File: config.mk
export PLATFORM = sky130hd
export DESIGN_NAME = pool_2_unit_flat
export DESIGN_NICKNAME = d
export VERILOG_FILES = /design/src/rtl/pool_2_unit_pkg.sv /design/src/rtl/pool_2_unit_if.sv /design/src/rtl/pool_2_unit_max.sv /design/src/rtl/pool_2_unit.sv /design/src/flat_wrapper.sv
export SDC_FILE = /design/constraint.sdc
export NUM_CORES = 1
export LEC_CHECK = 0
export ABC_AREA = 1
export CAP_MARGIN = 0
export CORE_ASPECT_RATIO = 0.7
export CORE_UTILIZATION = 40
export CTS_CLUSTER_DIAMETER = 100
export CTS_CLUSTER_SIZE = 16
export DETAILED_ROUTE_END_ITERATION = 8
export GPL_TIMING_DRIVEN = 0
export PLACE_DENSITY = 0.63
export SYNTH_ARGS = -nofsm -noshare
export SYNTH_HDL_FRONTEND = slang
export SYNTH_HIERARCHICAL = 1
export SYNTH_SLANG_ARGS = --single-unit
export TNS_END_PERCENT = 50
File: constraint.sdc
create_clock -name clk -period 2.7 [get_ports clk]
set_clock_uncertainty 0.05 [all_clocks]
set_input_delay 0.405 -clock clk [delete_from_list [all_inputs] [get_ports clk]]
set_output_delay 0.405 -clock clk [all_outputs]
set_load 0.01 [all_outputs]
File: src/rtl/pool_2_unit_pkg.sv
// pool_2_unit shared constants and FSM state type.
// Build option: POOL2_RELU_EN clamps pooled results at zero.
package pool_2_unit_pkg;

    localparam int DATA_W      = 8;
    localparam int COLS        = 24;
    localparam int HALF        = COLS / 2;
    localparam int ADDR_W      = 7;
    localparam int BANK_STRIDE = 2 * COLS;
    localparam int ROWS_OUT    = 12;

    typedef enum logic [2:0] {
        IDLE,
        READ,
        CMP,
        OUT,
        RELEASE
    } state_t;

endpackage

File: src/rtl/pool_2_unit_if.sv
// Bank handshake, buffer read port and pooled output stream.
// Build option: POOL2_RELU_EN (affects data only, not this bundle).
interface pool_2_unit_if;
    import pool_2_unit_pkg::*;

    logic [1:0]        bank_full;
    logic [1:0]        bank_free;
    logic              rd_en;
    logic [ADDR_W-1:0] rd_addr;
    logic [DATA_W-1:0] rd_data;
    logic              out_valid;
    logic [DATA_W-1:0] out_data;
    logic              out_last;
    logic              out_ready;

    modport master (
        input  bank_full, rd_data, out_ready,
        output bank_free, rd_en, rd_addr,
        output out_valid, out_data, out_last
    );

    modport slave (
        output bank_full, rd_data, out_ready,
        input  bank_free, rd_en, rd_addr,
        input  out_valid, out_data, out_last
    );

endinterface

File: src/rtl/pool_2_unit_max.sv
// Registered signed running maximum of one 2x2 window.
// Build option: POOL2_RELU_EN clamps a negative result to zero.
module pool_2_max
    import pool_2_unit_pkg::*;
(
    input  logic              clk,
    input  logic              rst,
    input  logic              load_i,
    input  logic              upd_i,
    input  logic [DATA_W-1:0] din_i,
    output logic [DATA_W-1:0] dout_o
);

    logic signed [DATA_W-1:0] max_q;
    logic signed [DATA_W-1:0] max_d;

    // First datum loads; later data replace only when strictly larger.
    always_comb begin
        max_d = max_q;
        if (load_i) begin
            max_d = din_i;
        end else if (upd_i && ($signed(din_i) > max_q)) begin
            max_d = din_i;
        end
    end

    // Running-max register, cleared by reset.
    always_ff @(posedge clk) begin
        if (!rst) begin
            max_q <= '0;
        end else begin
            max_q <= max_d;
        end
    end

`ifdef POOL2_RELU_EN
    assign dout_o = max_q[DATA_W-1] ? '0 : max_q;
`else
    assign dout_o = max_q;
`endif

endmodule

File: src/rtl/pool_2_unit.sv
// 2x2 max-pool over the conv-2 ping-pong output buffer.
// Build option: POOL2_RELU_EN clamps pooled results at zero.
module pool_2_unit
    import pool_2_unit_pkg::*;
(
    input logic           clk,
    input logic           rst,
    pool_2_unit_if.master bus
);

    state_t      state_q, state_d;
    logic [1:0]  cnt_q, cnt_d;
    logic [3:0]  k_q, k_d;
    logic [3:0]  row_q, row_d;
    logic        bank_q, bank_d;
    logic        take_q, first_q;
    logic        last_k, last_row;
    logic [ADDR_W-1:0] base, addr;
    logic [DATA_W-1:0] max_out;

    assign last_k   = (k_q == 4'(HALF - 1));
    assign last_row = (row_q == 4'(ROWS_OUT - 1));

    // Window read order: row 0 pair, then row 1 pair.
    assign base = bank_q ? ADDR_W'(BANK_STRIDE) : '0;
    assign addr = base
                + (cnt_q[1] ? ADDR_W'(COLS) : '0)
                + {2'b00, k_q, 1'b0}
                + {{(ADDR_W-1){1'b0}}, cnt_q[0]};

    // State, counters and read-data qualifiers (one cycle behind rd_en).
    always_ff @(posedge clk) begin
        if (!rst) begin
            state_q <= IDLE;
            cnt_q   <= '0;
            k_q     <= '0;
            row_q   <= '0;
            bank_q  <= 1'b0;
            take_q  <= 1'b0;
            first_q <= 1'b0;
        end else begin
            state_q <= state_d;
            cnt_q   <= cnt_d;
            k_q     <= k_d;
            row_q   <= row_d;
            bank_q  <= bank_d;
            take_q  <= (state_q == READ);
            first_q <= (state_q == READ) && (cnt_q == 2'd0);
        end
    end

    // Next-state logic and stream/read-port outputs.
    always_comb begin
        state_d       = state_q;
        cnt_d         = cnt_q;
        k_d           = k_q;
        row_d         = row_q;
        bank_d        = bank_q;
        bus.rd_en     = 1'b0;
        bus.rd_addr   = '0;
        bus.out_valid = 1'b0;
        bus.out_last  = 1'b0;
        bus.bank_free = 2'b00;
        unique case (state_q)
            IDLE: begin
                cnt_d = '0;
                if (bus.bank_full[bank_q]) begin
                    state_d = READ;
                end
            end
            READ: begin
                bus.rd_en   = 1'b1;
                bus.rd_addr = addr;
                cnt_d       = cnt_q + 2'd1;
                if (cnt_q == 2'd3) begin
                    state_d = CMP;
                end
            end
            CMP: begin
                state_d = OUT;
            end
            OUT: begin
                bus.out_valid = 1'b1;
                bus.out_last  = last_row && last_k;
                if (bus.out_ready) begin
                    if (last_k) begin
                        k_d     = '0;
                        state_d = RELEASE;
                    end else begin
                        k_d     = k_q + 4'd1;
                        state_d = READ;
                    end
                end
            end
            RELEASE: begin
                bus.bank_free = bank_q ? 2'b10 : 2'b01;
                bank_d        = ~bank_q;
                row_d         = last_row ? '0 : row_q + 4'd1;
                state_d       = IDLE;
            end
            default: begin
                state_d = IDLE;
            end
        endcase
    end

    pool_2_max u_max (
        .clk    (clk),
        .rst    (rst),
        .load_i (take_q && first_q),
        .upd_i  (take_q && !first_q),
        .din_i  (bus.rd_data),
        .dout_o (max_out)
    );

    assign bus.out_data = max_out;

endmodule

File: src/flat_wrapper.sv
// flat-port wrapper written by rule: the top's interface ports become plain ports
module pool_2_unit_flat import pool_2_unit_pkg::*;
  (clk, rst, bus_bank_full, bus_rd_data, bus_out_ready, bus_bank_free, bus_rd_en, bus_rd_addr, bus_out_valid, bus_out_data, bus_out_last);
  pool_2_unit_if bus_i ();
  input logic clk;
  input logic rst;
  input wire logic [$bits(bus_i.bank_full)-1:0] bus_bank_full;
  input wire logic [$bits(bus_i.rd_data)-1:0] bus_rd_data;
  input wire logic [$bits(bus_i.out_ready)-1:0] bus_out_ready;
  output wire logic [$bits(bus_i.bank_free)-1:0] bus_bank_free;
  output wire logic [$bits(bus_i.rd_en)-1:0] bus_rd_en;
  output wire logic [$bits(bus_i.rd_addr)-1:0] bus_rd_addr;
  output wire logic [$bits(bus_i.out_valid)-1:0] bus_out_valid;
  output wire logic [$bits(bus_i.out_data)-1:0] bus_out_data;
  output wire logic [$bits(bus_i.out_last)-1:0] bus_out_last;
  assign bus_i.bank_full = bus_bank_full;
  assign bus_i.rd_data = bus_rd_data;
  assign bus_i.out_ready = bus_out_ready;
  assign bus_bank_free = bus_i.bank_free;
  assign bus_rd_en = bus_i.rd_en;
  assign bus_rd_addr = bus_i.rd_addr;
  assign bus_out_valid = bus_i.out_valid;
  assign bus_out_data = bus_i.out_data;
  assign bus_out_last = bus_i.out_last;
  pool_2_unit u_core (.clk(clk), .rst(rst), .bus(bus_i));
endmodule
==> impl_results.md <==
- Slew margin rel.: 0.706
- Total track usage: 0.178
- Classification of the worst setup path: flop to output port
- Detailed Route Iter0 Violations: 40
- WL per Instance: 10.7 um
- R2r setup slk: 0.87 ns
- Cell count after synthesis: 221
- Most used DFF post-synth: dfxtp_1
- Vias in the first global route: 1206
- DP Wirelength: 2.62 mm
- Uppermost layer routed: met4
- Hold depth: 3
- Metal-1 WL: 1.96 mm
- Dpl cells: 302
- Worst path slowest cell: fa_1
- RSZ-0062 raised after global routing: false
- Final Critical Period: 2.55 ns
- Input/output buffers: 31
- Most used cell, CP: fa_1
- Syn_nets: 250
- CTS Buf Count: 3
- Worst R2R End: u_core/u_max/dout_o[5]
- CTS tree: yes
- FMAX: 393 MHz
- Residual DRC count: 0
- Worst R2R Path Depth: 11
- Nets: 286
- Clock Tree Buf Depth: 2
- Via Count: 1332
- Post-DRT Antenna Nets: 0
- CP Launch Type: flop
- Req. time, crit path: 2.25 ns
- Final worst-path cycle share: 0.943
- Initial antenna violation count: 0
- Fin. max-slew vios: 0
- Sequential Power Share: 0.436
- Post-synth EDFFs: 0
- Psw: 0.285 mW
- First-pass GRT wire length: 5.55 mm
- Yosys reg bits: 24
- Final Hold Vio Count: 0
- Synth area leaders: dfxtp_1 (31%), ha_1 (11%), nand2_1 (9.5%)
- R2R Path Start: u_core/u_max/dout_o[3]
- Sequential area share after synthesis: 0.311
- Clk sink count: 24
- Vias per cell: 4.35
- Mapped cell area: 0.00155 mm^2
- CP peak stage delay: 0.49 ns
- Top-level I/O count: 33
- Met3 routed WL: 103 um
- Comb power frac: 0.301
- Int Power: 0.637 mW
- CP Max Fanout: 4
- Hold Crit Class: input pin to flop
- Core area: 0.00360 mm^2
- Final setup fails: 0
- Share of flip-flops with an asynchronous set or reset: 0
- Yosys Warn Count: 6
- Most common cell in the synthesized netlist: nand2_1
- Share of cells above drive strength 1: 0.113
- Non-filler cells, final: 306
- Clock network power share: 0.262
- Die area: 0.00412 mm^2
- Latest clock arrival within the worst-skew pair: 0.27 ns
- Worst Setup End Kind: output port
- Lkg Pwr: 0.921 nW
- Top cells by count, synth: nand2_1 (39), inv_1 (37), nor2_1 (37), dfxtp_1 (24)
- Die Width: 76.3 um
- Gr ovfl total: 0
- CTS Hold Buffers Added: 0
- Starting Density: 0.429
- Root Driver: clkbuf_8
- Power Dens Cells: 467 mW/mm^2
- Switching Share: 0.309
- Syn_area_per_cell: 7.00 um^2
- Number of setup buffers added after CTS: 0
- Area Growth Syn to Fin: 27.7%
- Worst-path clk slew: 0.08 ns
- Max_cap viols: 0
- Crit path DAT: 2.09 ns
- H-Tree Level Count: 1
- Total power: 0.922 mW
- CP Cell Sequence: fa_1 -> ha_1 -> fa_1 -> inv_1 -> nor2_1 -> clkbuf_2
- Met2 WL: 1.16 mm
- Gpl congestion: 0.775
- Inserted Diodes: 0
- Yosys top cell by area: dfxtp_1
- Hold Crit Start: rst
- Hold EP: u_core/u_max/dout_o[2]
- Share of the synthesized area in the top cell type: 0.311
- Worst-margin pin slew: 0.441 ns
- Pin count of the biggest net entering global routing: 14
- Peak VDD IR: 0.000252 V
- Status: finished clean
- Drt total wl: 3.26 mm
- Rows: 18
- DR pass1 iterations: 4
- Yosys cell types: 31
- Die Height: 54.0 um
-- flip-flops by register name (all words and copies together), names as in the netlist --
| signal | cells |
|---|---|
| u_core/u_max/dout_o | 8 |
| u_core/k_q | 4 |
| u_core/row_q | 4 |
| u_core/state_q | 3 |
| u_core/cnt_q | 2 |
| u_core/bank_q | 1 |
| u_core/first_q | 1 |
| u_core/take_q | 1 |
-- power groups by stage --
stage,clock network [mW],registers [mW],logic (mW)
floorplan,0,0.414,0.179
global placement,0,0.412,0.277
detailed placement,0,0.411,0.278
CTS,0.255,0.403,0.279
global route,0.270,0.406,0.319
finish,0.242,0.402,0.278
-- per-stage QoR --
| step | utilization | hold slack (ns) | instance area (um^2) | TNS, ns | setup slack [ns] |
|---|---|---|---|---|---|
| after floorplan | - | 0.412 | 1550 | 0 | 0.502 |
| after global placement | 0.533 | 0.437 | 1920 | -0.0474 | -0.0474 |
| after detailed placement | 0.533 | 0.439 | 1920 | -0.0462 | -0.0462 |
| after CTS | 0.549 | 0.404 | 1980 | 0 | 0.0121 |
| after global routing | 0.548 | 0.425 | 1970 | 0 | 0.0689 |
| final | 0.548 | 0.411 | 1970 | 0 | 0.154 |
-- critical path: cells and delay by family, from the launching register on --
family,cells,cell delay [ns]
adders and majority gates,3,1.20
buffers and inverters,2,0.18
DFF,1,0.36
and+or+nand+nor,1,0.09
-- metal layers --
metal	vias up	GRT usage
li1	758	-
met1	553	0.260
met2	16	0.254
met3	5	0.0424
met4	0	0.0577
met5	-	0
-- cells by family after synthesis --
kind of cell / Yosys count / share of synthesized area
simple gates: 111 / 0.341
buf+inv: 46 / 0.126
flops: 24 / 0.311
compound gates: 23 / 0.0777
fa+ha+maj: 16 / 0.139
xor+xnor: 1 / 0.00566
-- worst max-delay path by stage --
| stage | startpoint | endpoint |
|---|---|---|
| after global placement | u_core/bank_q | bus_rd_addr[5] |
| after global routing | u_core/cnt_q[1] | bus_rd_addr[4] |
| after CTS | u_core/cnt_q[1] | bus_rd_addr[5] |
| after floorplan | u_core/bank_q | bus_rd_addr[5] |
| final | u_core/cnt_q[1] | bus_rd_addr[5] |
| after detailed placement | u_core/bank_q | bus_rd_addr[5] |
-- repair_timing --
| item | 4_1_cts | 5_1_grt |
|---|---|---|
| gates resized for setup | 6 | 2 |
| cloned | 0 | 0 |
| endpoints found under the setup margin | 2 | 1 |
-- layout by cell type (no fill, tap or decap) --
cell type,instances
o31ai_1,1
nor3_2,1
nand2_2,2
dfxtp_1,21
dlygate4sd2_1,1
clkdlybuf4s50_1,29
nand2_4,1
o21ai_1,2
nor2_4,2
o21ai_0,4
buf_8,1
dfxtp_4,1
xor2_1,1
clkbuf_8,5
inv_1,37
nand3_2,3
nand3b_1,1
clkbuf_1,1
and2_4,1
clkinv_1,1
a21o_1,1
nor2_2,3
a21oi_1,15
nand4_1,1
fa_1,2
nand3_4,1
clkbuf_2,2
ha_1,14
dfxtp_2,2
nand3_1,15
nor2_1,37
nand2_1,39
or2_1,1
inv_2,4
nor3_1,3
-- area by class of cell --
cell class / count / area, um^2
Sequential cell: 24 / 487
Fill cell: 372 / 1630
Timing Repair Buffer: 31 / 304
Multi-Input combinational cell: 151 / 871
Inverter: 42 / 158
Clock buffer: 4 / 55.1
Tap cell: 50 / 62.6
Buffer: 4 / 37.5
(Power assumes the default switching activity.)
